[src/rtl/retry_arbiter.sv]
// Round-robin retry scheduler with per-ID retry budget and pending-retry FIFO.
// Optional parity check on request IDs: define RETRY_ARBITER_PARITY_CHECK_EN.
module retry_arbiter #(
    parameter int NumReq     = 2,
    parameter int IDSize     = 4,
    parameter int MaxRetries = 3,
    parameter int FifoDepth  = 4
) (
    input  logic                     clk_i,
    input  logic                     rst_i,
    input  logic [NumReq*IDSize-1:0] req_id_i,
    input  logic [NumReq-1:0]        req_valid_i,
    output logic [NumReq-1:0]        req_ready_o,
    output logic [IDSize-1:0]        retry_id_o,
    output logic                     retry_valid_o,
    input  logic                     retry_ready_i,
    input  logic [IDSize-1:0]        done_id_i,
    input  logic                     done_valid_i,
    output logic [IDSize-1:0]        abort_id_o,
    output logic                     abort_valid_o,
    output logic                     parity_err_o
);
    localparam int IdxW = IDSize - 1;
    localparam int NIdx = 1 << IdxW;
    localparam int CntW = $clog2(MaxRetries + 1);
    localparam int PtrW = (FifoDepth > 1) ? $clog2(FifoDepth) : 1;
    localparam int RrW  = (NumReq > 1) ? $clog2(NumReq) : 1;

    logic [RrW-1:0]    r_rr;
    logic [CntW-1:0]   r_cnt [NIdx];
    logic [IDSize-1:0] r_mem [FifoDepth];
    logic [PtrW-1:0]   r_wptr;
    logic [PtrW-1:0]   r_rptr;
    logic [PtrW:0]     r_count;
    logic              r_abort_v;
    logic [IDSize-1:0] r_abort_id;
    logic              r_par_err;

    logic              w_found;
    logic [RrW-1:0]    w_win;
    logic              w_full;
    logic              w_empty;
    logic              w_accept;
    logic [IDSize-1:0] w_id;
    logic [IdxW-1:0]   w_idx;
    logic [IdxW-1:0]   w_done_idx;
    logic [CntW-1:0]   w_cnt_cur;
    logic              w_at_max;
    logic              w_par_ok;
    logic              w_push;
    logic              w_abort;
    logic              w_pop;
    logic [PtrW-1:0]   w_wptr_nxt;
    logic [PtrW-1:0]   w_rptr_nxt;
    logic              w_unused_done;

    // Cyclic search for the first valid requester starting at r_rr.
    always_comb begin
        w_found = 1'b0;
        w_win   = '0;
        for (int k = 0; k < NumReq; k++) begin
            if (!w_found && req_valid_i[(int'(r_rr) + k) % NumReq]) begin
                w_found = 1'b1;
                w_win   = RrW'((int'(r_rr) + k) % NumReq);
            end
        end
    end

    assign w_full   = (r_count == (PtrW+1)'(FifoDepth));
    assign w_empty  = (r_count == '0);
    assign w_accept = w_found & ~w_full;

    always_comb begin
        req_ready_o = '0;
        if (w_accept) req_ready_o[w_win] = 1'b1;
    end

    assign w_id          = req_id_i[int'(w_win)*IDSize +: IDSize];
    assign w_idx         = w_id[IdxW-1:0];
    assign w_done_idx    = done_id_i[IdxW-1:0];
    assign w_unused_done = done_id_i[IDSize-1];

    // A same-cycle completion clears the budget before the request is judged.
    assign w_cnt_cur = (done_valid_i && (w_done_idx == w_idx)) ? '0 : r_cnt[w_idx];
    assign w_at_max  = (w_cnt_cur == CntW'(MaxRetries));

`ifdef RETRY_ARBITER_PARITY_CHECK_EN
    assign w_par_ok = (w_id[IDSize-1] == ^w_id[IDSize-2:0]);
`else
    assign w_par_ok = 1'b1;
`endif

    assign w_push  = w_accept & w_par_ok & ~w_at_max;
    assign w_abort = w_accept & w_par_ok & w_at_max;
    assign w_pop   = ~w_empty & retry_ready_i;

    assign w_wptr_nxt = (r_wptr == PtrW'(FifoDepth-1)) ? '0 : r_wptr + 1'b1;
    assign w_rptr_nxt = (r_rptr == PtrW'(FifoDepth-1)) ? '0 : r_rptr + 1'b1;

    always_ff @(posedge clk_i) begin
        if (rst_i) begin
            for (int i = 0; i < NIdx; i++) r_cnt[i] <= '0;
        end else begin
            if (done_valid_i) r_cnt[w_done_idx] <= '0;
            if (w_abort) r_cnt[w_idx] <= '0;
            else if (w_push) r_cnt[w_idx] <= w_cnt_cur + 1'b1;
        end
    end

    always_ff @(posedge clk_i) begin
        if (rst_i) begin
            for (int i = 0; i < FifoDepth; i++) r_mem[i] <= '0;
            r_wptr  <= '0;
            r_rptr  <= '0;
            r_count <= '0;
        end else begin
            if (w_push) begin
                r_mem[r_wptr] <= w_id;
                r_wptr        <= w_wptr_nxt;
            end
            if (w_pop) r_rptr <= w_rptr_nxt;
            unique case ({w_push, w_pop})
                2'b10:   r_count <= r_count + 1'b1;
                2'b01:   r_count <= r_count - 1'b1;
                default: r_count <= r_count;
            endcase
        end
    end

    always_ff @(posedge clk_i) begin
        if (rst_i) begin
            r_rr       <= '0;
            r_abort_v  <= 1'b0;
            r_abort_id <= '0;
            r_par_err  <= 1'b0;
        end else begin
            if (w_accept)
                r_rr <= (w_win == RrW'(NumReq-1)) ? '0 : w_win + 1'b1;
            r_abort_v <= w_abort;
            if (w_abort) r_abort_id <= w_id;
            r_par_err <= w_accept & ~w_par_ok;
        end
    end

    assign retry_valid_o = ~w_empty;
    assign retry_id_o    = r_mem[r_rptr];
    assign abort_valid_o = r_abort_v;
    assign abort_id_o    = r_abort_id;
`ifdef RETRY_ARBITER_PARITY_CHECK_EN
    assign parity_err_o  = r_par_err;
`else
    assign parity_err_o  = 1'b0;
`endif

endmodule

[config.mk]
export PLATFORM = sky130hd
export DESIGN_NAME = retry_arbiter
export DESIGN_NICKNAME = d
export VERILOG_FILES = /design/src/rtl/retry_arbiter.sv
export SDC_FILE = /design/constraint.sdc
export NUM_CORES = 1
export LEC_CHECK = 0
export CAP_MARGIN = 10
export CORE_MARGIN = 2
export CORE_UTILIZATION = 48
export DETAILED_ROUTE_END_ITERATION = 12
export PLACE_DENSITY = 0.7
export SKIP_LAST_GASP = 1
export SYNTH_ARGS = -nofsm -noshare
export SYNTH_HDL_FRONTEND = slang
export SYNTH_SLANG_ARGS = --single-unit
[constraint.sdc]
create_clock -name clk_i -period 8.5 [get_ports clk_i]
set_clock_uncertainty 0.05 [all_clocks]
set_input_delay 1.7 -clock clk_i [delete_from_list [all_inputs] [get_ports clk_i]]
set_output_delay 1.7 -clock clk_i [all_outputs]
set_load 0.02 [all_outputs]
==> flow_summary.ini, run 1 <==
[grt]
first_global_vias = 1800
grt_max_degree = 26
grt.overflow.total = 0
grt_pass1_wl_um = 8707
antenna_found_initial = 0
grtUsageTotal_pct = 19.10

[floorplanning]
start_util_pct = 49.48
die_w_um = 76.33
io_pins = 31
dieHeight_um = 76.33
die-area_um2 = 5826
core_um2 = 5075
num_rows = 26

[detailed_routing]
detail-route-antenna-nets = 0
initialDrtViolationCount = 145
first_pass_iters = 4
vias_per_cell = 5.445
via_count = 1824
drc = 0
post_drt_wl_per_cell_um = 15.70
totalWireLength_um = 5260

[clocking]
holdBufCountCts = 0
clk_pin_slew_ns = 0.09
clk_latency_ns = 0.31
cts_num_sinks = 47
cts_resized = 0
cts_made_buffers = 5
cts_tree = yes
post_cts_buffers = 0
clock-root-buffer = clkbuf_8
cts_max_level = 2
clock_path_buffers = 2

[finish]
areaGrowthSynthToFinish_pct = 17.04
final_layout_size_suffix_gt1_share_pct = 9.057
nets = 287
final_area_um2 = 2939
multiInputGateArea_um2 = 1165
seq_area_um2 = 1261
n_antenna_cell = 0
fillCellCount = 478

[yosys]
synth_cell_type_count = 42
ys_ff_latch = 47
syn_inst = 239
synth_ff_type = edfxtp_1
syn_area_per_cell_um2 = 10.51
yosysTopAreaCell = edfxtp_1
yosysSeqAreaShare_pct = 50.22
synth_top_area_share_pct = 38.27
synth_nets = 262
synth_area_leaders = edfxtp_1, dfxtp_1, nor2_1
ys_warn_count = 0
syn_area_um2 = 2511
synthArstFlopShare_pct = 0
synth_enable_flop_cells = 32

[critical_path]
cp_slowest_cell = a2111oi_4
crit_arrival_ns = 5.70
slowest_delay_ns = 0.71
cp.required_ns = 8.68
cp-end-kind = flip-flop
cp-start-kind = input pin
crit_buf_inv = 3
path_cells = clkdlybuf4s50_1 -> nand2_4 -> mux2_4 -> mux2i_1 -> a2111oi_4 -> ha_1 -> nor2_1 -> inv_1 -> ha_1 -> inv_1 -> fa_1 -> xor2_1 -> or3_1 -> a21oi_1
path_delay_family = adder cells
crit_type = input pin to flip-flop
worstPathMaxFanout = 14

[place]
placed_area_um2 = 2824
hpwl_um = 3845
place_congestion = 0.8552
io_buffers = 28

[sta]
report.final.setup_viol = 0
finalCriticalPeriod_ns = 5.524
post-route-period-util_pct = 64.99
worstMarginPinSlew_ns = 0.8874
hold_violations = 0
rsz0062_at_grt = false
slew_viol_final = 0
relSlewSlack_pct = 40.66
fin_setup_tns_ns = 0
max_freq_mhz = 181.0

[power]
max-vdd-ir-drop_mv = 0.2023
leakagePower_uw = 0.001112
power_density_nw_per_um2 = 236.2

[min_path]
min_path_type = flip-flop to flip-flop

[flow_run]
maxCapViolations = 0

[run_status]
status = completed
-- flip-flops by register name (all words and copies together) (netlist names), named ones only --
| register | flops |
|---|---|
| r_mem | 16 |
| r_rptr | 2 |
| r_rr | 1 |
| r_wptr | 2 |
| r_count | 3 |
| r_cnt | 16 |
| abort_valid_o | 1 |
| abort_id_o | 4 |
-- metrics by stage --
| stage | hold WS (ns) | util (%) | setup WS (ns) | cells | power [µW] |
|---|---|---|---|---|---|
| after floorplan | 0.3842 | - | 3.715 | 239 | 455.2 |
| after global placement | 0.3949 | 55.65 | 2.732 | 327 | 524.4 |
| after detailed placement | 0.4031 | 55.65 | 2.706 | 327 | 529.1 |
| after CTS | 0.4205 | 57.91 | 3.021 | 335 | 698.0 |
| after global routing | 0.4428 | 57.91 | 2.681 | 335 | 734.4 |
| final | 0.4171 | 57.91 | 2.976 | 335 | 694.3 |
-- cells in the mapped netlist (5+ instances only) --
cell type / n
dfxtp_1: 15
edfxtp_1: 32
a31oi_1: 6
mux2_2: 6
nand2_1: 23
buf_2: 5
nor3_1: 9
a21oi_1: 11
nor2b_1: 7
nor2_1: 47
inv_1: 8
a211oi_1: 7
mux2i_1: 13
-- worst paths after layout --
check | cells past startpoint | end | from | slack (ns)
max | 14 | r_count[2] | req_valid_i[1] | 2.98
min reg2reg | 2 | r_rr | r_rr | 0.42
min | 2 | r_rr | r_rr | 0.42
max reg2reg | 14 | r_count[2] | r_rr | 4.59
-- worst min-delay path: cells and delay by family (launching register included) --
family | cells | cell delay (ns)
flip-flops | 1 | 0.32
buffers and inverters | 1 | 0.05
AO/OA/AOI/OAI | 1 | 0.05
-- cells in the final DEF, fill, tap and decap left out, types with 2 or more instances in the layout --
master            n
nor2_1           47
edfxtp_1         32
clkdlybuf4s50_1  28
nand2_1          23
dfxtp_1          15
mux2i_1          13
a21oi_1          11
nor3_1            9
inv_1             8
nor2b_1           7
a211oi_1          7
mux2_2            6
a31oi_1           6
clkbuf_8          5
or3_1             4
xnor2_1           4
mux4_2            4
nand2b_1          4
nand3_1           4
ha_1              4
xor2_1            2
-- area by class of cell --
cell class,instances,area share (%)
Clock buffer,5,2.341
Clock inverter,3,1.575
Inverter,8,1.022
Multi-Input combinational cell,174,39.63
Sequential cell,47,42.91
Tap cell,70,2.980
Timing Repair Buffer,28,9.536
-- report_power, final --
| group | internal, µW | switching, µW | total [µW] |
|---|---|---|---|
| Combinational | 97.9 | 125 | 223 |
| Sequential | 280 | 22.2 | 302 |
| Clock | 88.6 | 80.9 | 170 |
| Total | 467 | 228 | 694 |
-- routing by layer --
layer / global-route usage (%) / wire length, µm / vias to the layer above
li1: - / - / 904
met1: 26.37 / 2444 / 857
met2: 29.82 / 2372 / 59
met3: 4.502 / 395 / 4
met4: 6.364 / 47 / 0
met5: 0 / 0 / -
-- logic make-up (layout without fill, tap and decap cells) --
family / Yosys count / in the layout / synth area share (%)
simple gates: 103 / 103 / 18.78
flops: 47 / 47 / 50.22
compound gates: 34 / 34 / 9.617
mux: 25 / 25 / 12.95
buf+inv: 18 / 44 / 3.388
xor+xnor: 6 / 6 / 2.093
fa+ha+maj: 5 / 5 / 2.790
other cells: 1 / 1 / 0.1493
Power figures use the tool's default switching activity.
==> run 2: changes to the inputs <==
- PLACE_DENSITY: 0.7 -> 0.73
- clock period: 8.5 -> 5 ns (I/O delays scaled with it)
==> run 2 against run 1 <==
Sequential power is 70% higher. Sequential share of layout area shrank 0.16 points. Die area unchanged. Critical path depth grew 1. Worst setup slack got worse by 2.3 ns. Non-clock buffer count rose by 5. Clock power up 35%. Global-route usage up 0.34 points. Cell area rose by 0.38%. Wire length decreased by 2.2%. Combinational power rose by 73%. Via count down 0.11%.
==> flow_summary.ini, run 2 (synthesized netlist as in run 1, its figures left out) <==
[run_status]
status = completed

[critical_path]
reg2reg_from = r_rr
timing.rr.end = r_count[2]
ff2ff_setup_slack_ns = 1.51
cp_slowest_cell = clkdlybuf4s50_1
crit_arrival_ns = 4.55
cp-end-kind = flip-flop
endpoint = r_count[2]
rr_worst_depth = 15
worstPathMaxFanout = 7
cp.required_ns = 5.19
crit_buf_inv = 3
path_cells = clkdlybuf4s50_1 -> nand2_4 -> mux2_4 -> mux2i_1 -> mux2_2 -> a211oi_1 -> ha_1 -> nor2_1 -> inv_1 -> ha_1 -> inv_1 -> fa_1 -> xor2_1 -> or3_1 -> a21oi_1
path_delay_family = buffers and inverters
slowest_delay_ns = 0.66
crit_type = input pin to flip-flop
path_depth = 15
cp-start-kind = input pin
crit_path_start = req_valid_i[1]

[clocking]
cts_tree = yes
clk_latency_ns = 0.30
cts_max_level = 2
clock-root-buffer = clkbuf_8
cts_num_sinks = 47
clk_pin_slew_ns = 0.09
clock_path_buffers = 2
post_cts_buffers = 0
cts_resized = 0
holdBufCountCts = 0
cts_made_buffers = 5

[sta]
rsz0062_at_grt = false
fin_setup_tns_ns = 0
post-route-period-util_pct = 87.23
hold_violations = 0
report.final.setup_viol = 0
worstMarginPinSlew_ns = 0.8475
finalCriticalPeriod_ns = 4.362
hold_slack_ns = 0.4194
relSlewSlack_pct = 41.88
slew_viol_final = 0
max_freq_mhz = 229.3

[floorplanning]
die_w_um = 76.33
dieHeight_um = 76.33
io_pins = 31
core_um2 = 5075
start_util_pct = 49.48
num_rows = 26
die-area_um2 = 5826

[finish]
final_layout_size_suffix_gt1_share_pct = 10.37
mostFrequentLayoutCell = nor2_1
nets = 292
areaGrowthSynthToFinish_pct = 17.49
n_antenna_cell = 0
fillCellCount = 442
layout_common_cells = nor2_1, edfxtp_1, clkdlybuf4s50_1, nand2_1, dfxtp_1

[grt]
grt_max_degree = 26
grt.overflow.total = 0
grtUsageTotal_pct = 19.44
first_global_vias = 1819
antenna_found_initial = 0
grt_pass1_wl_um = 8832

[flow_run]
maxCapViolations = 0

[place]
place_congestion = 0.8559
io_buffers = 28
hpwl_um = 3850

[min_path]
min_path_type = flip-flop to flip-flop

[detailed_routing]
vias_per_cell = 5.359
post_drt_wl_per_cell_um = 15.13
detail-route-antenna-nets = 0
first_pass_iters = 4
totalWireLength_um = 5143
drc = 0
initialDrtViolationCount = 117
via_count = 1822

[power]
max-vdd-ir-drop_mv = 0.2733
leakagePower_uw = 0.001123
power_density_nw_per_um2 = 382.3
[run 2: cell count changes in the layout (fill, tap and decap cells not counted)]
cell | previous run | this run
buf_4 | 0 | 5
bufinv_16 | 1 | 0
inv_6 | 1 | 0
clkinv_1 | 0 | 1
clkinv_4 | 0 | 1
[run 2: metrics by stage]
step / worst slack (ns) / area [µm²] / std cells / utilization [%] / power, µW
6_report: 0.6385 / 2950 / 340 / 58.14 / 1128
3_3_place_gp: 0.4228 / 2861 / 332 / 56.39 / 895.8
5_1_grt: 0.4750 / 2950 / 340 / 58.14 / 1196
3_5_place_dp: 0.3365 / 2861 / 332 / 56.39 / 907.5
4_1_cts: 0.6438 / 2950 / 340 / 58.14 / 1135
2_1_floorplan: 0.9152 / 2511 / 239 / - / 773.9
[run 2: worst min-delay path: cells and delay by family (launching register included)]
kind            cells  cell delay, ns
buf+inv             1            0.05
compound gates      1            0.06
flops               1            0.32
[run 2: worst min-delay path by stage]
stage / start / to / slack (ns) / depth (start not counted)
finish: r_rr / r_rr / 0.42 / 2
global route: r_rr / r_rr / 0.44 / 2
CTS: r_rr / r_rr / 0.42 / 2
detailed placement: r_rr / r_rr / 0.41 / 2
global placement: r_rr / r_rr / 0.39 / 2
floorplan: r_rr / r_rr / 0.38 / 2
[run 2: layout make-up]
cell class | instances | area (µm²) | share of cell area [%]
inverter | 8 | 30.03 | 1.018
sequential | 47 | 1261 | 42.75
timing repair buffer | 33 | 317.8 | 10.77
multi-input combinational | 174 | 1165 | 39.48
clock inverter | 3 | 20.02 | 0.6785
tap | 70 | 87.58 | 2.969
clock buffer | 5 | 68.82 | 2.332
[run 2: where the power goes]
group,leakage [µW],internal [µW],switching (µW)
Combinational,0.000624,174,212
Sequential,0.000457,476,37.5
Clock,0.0000418,97.6,131
[run 2: layer usage]
metal,GRT usage [%],vias to the layer above,routed length [µm]
met4,6.000,0,50
li1,-,916,-
met2,31.15,42,2361
met3,4.502,5,260
met1,26.44,859,2470
met5,0,-,0
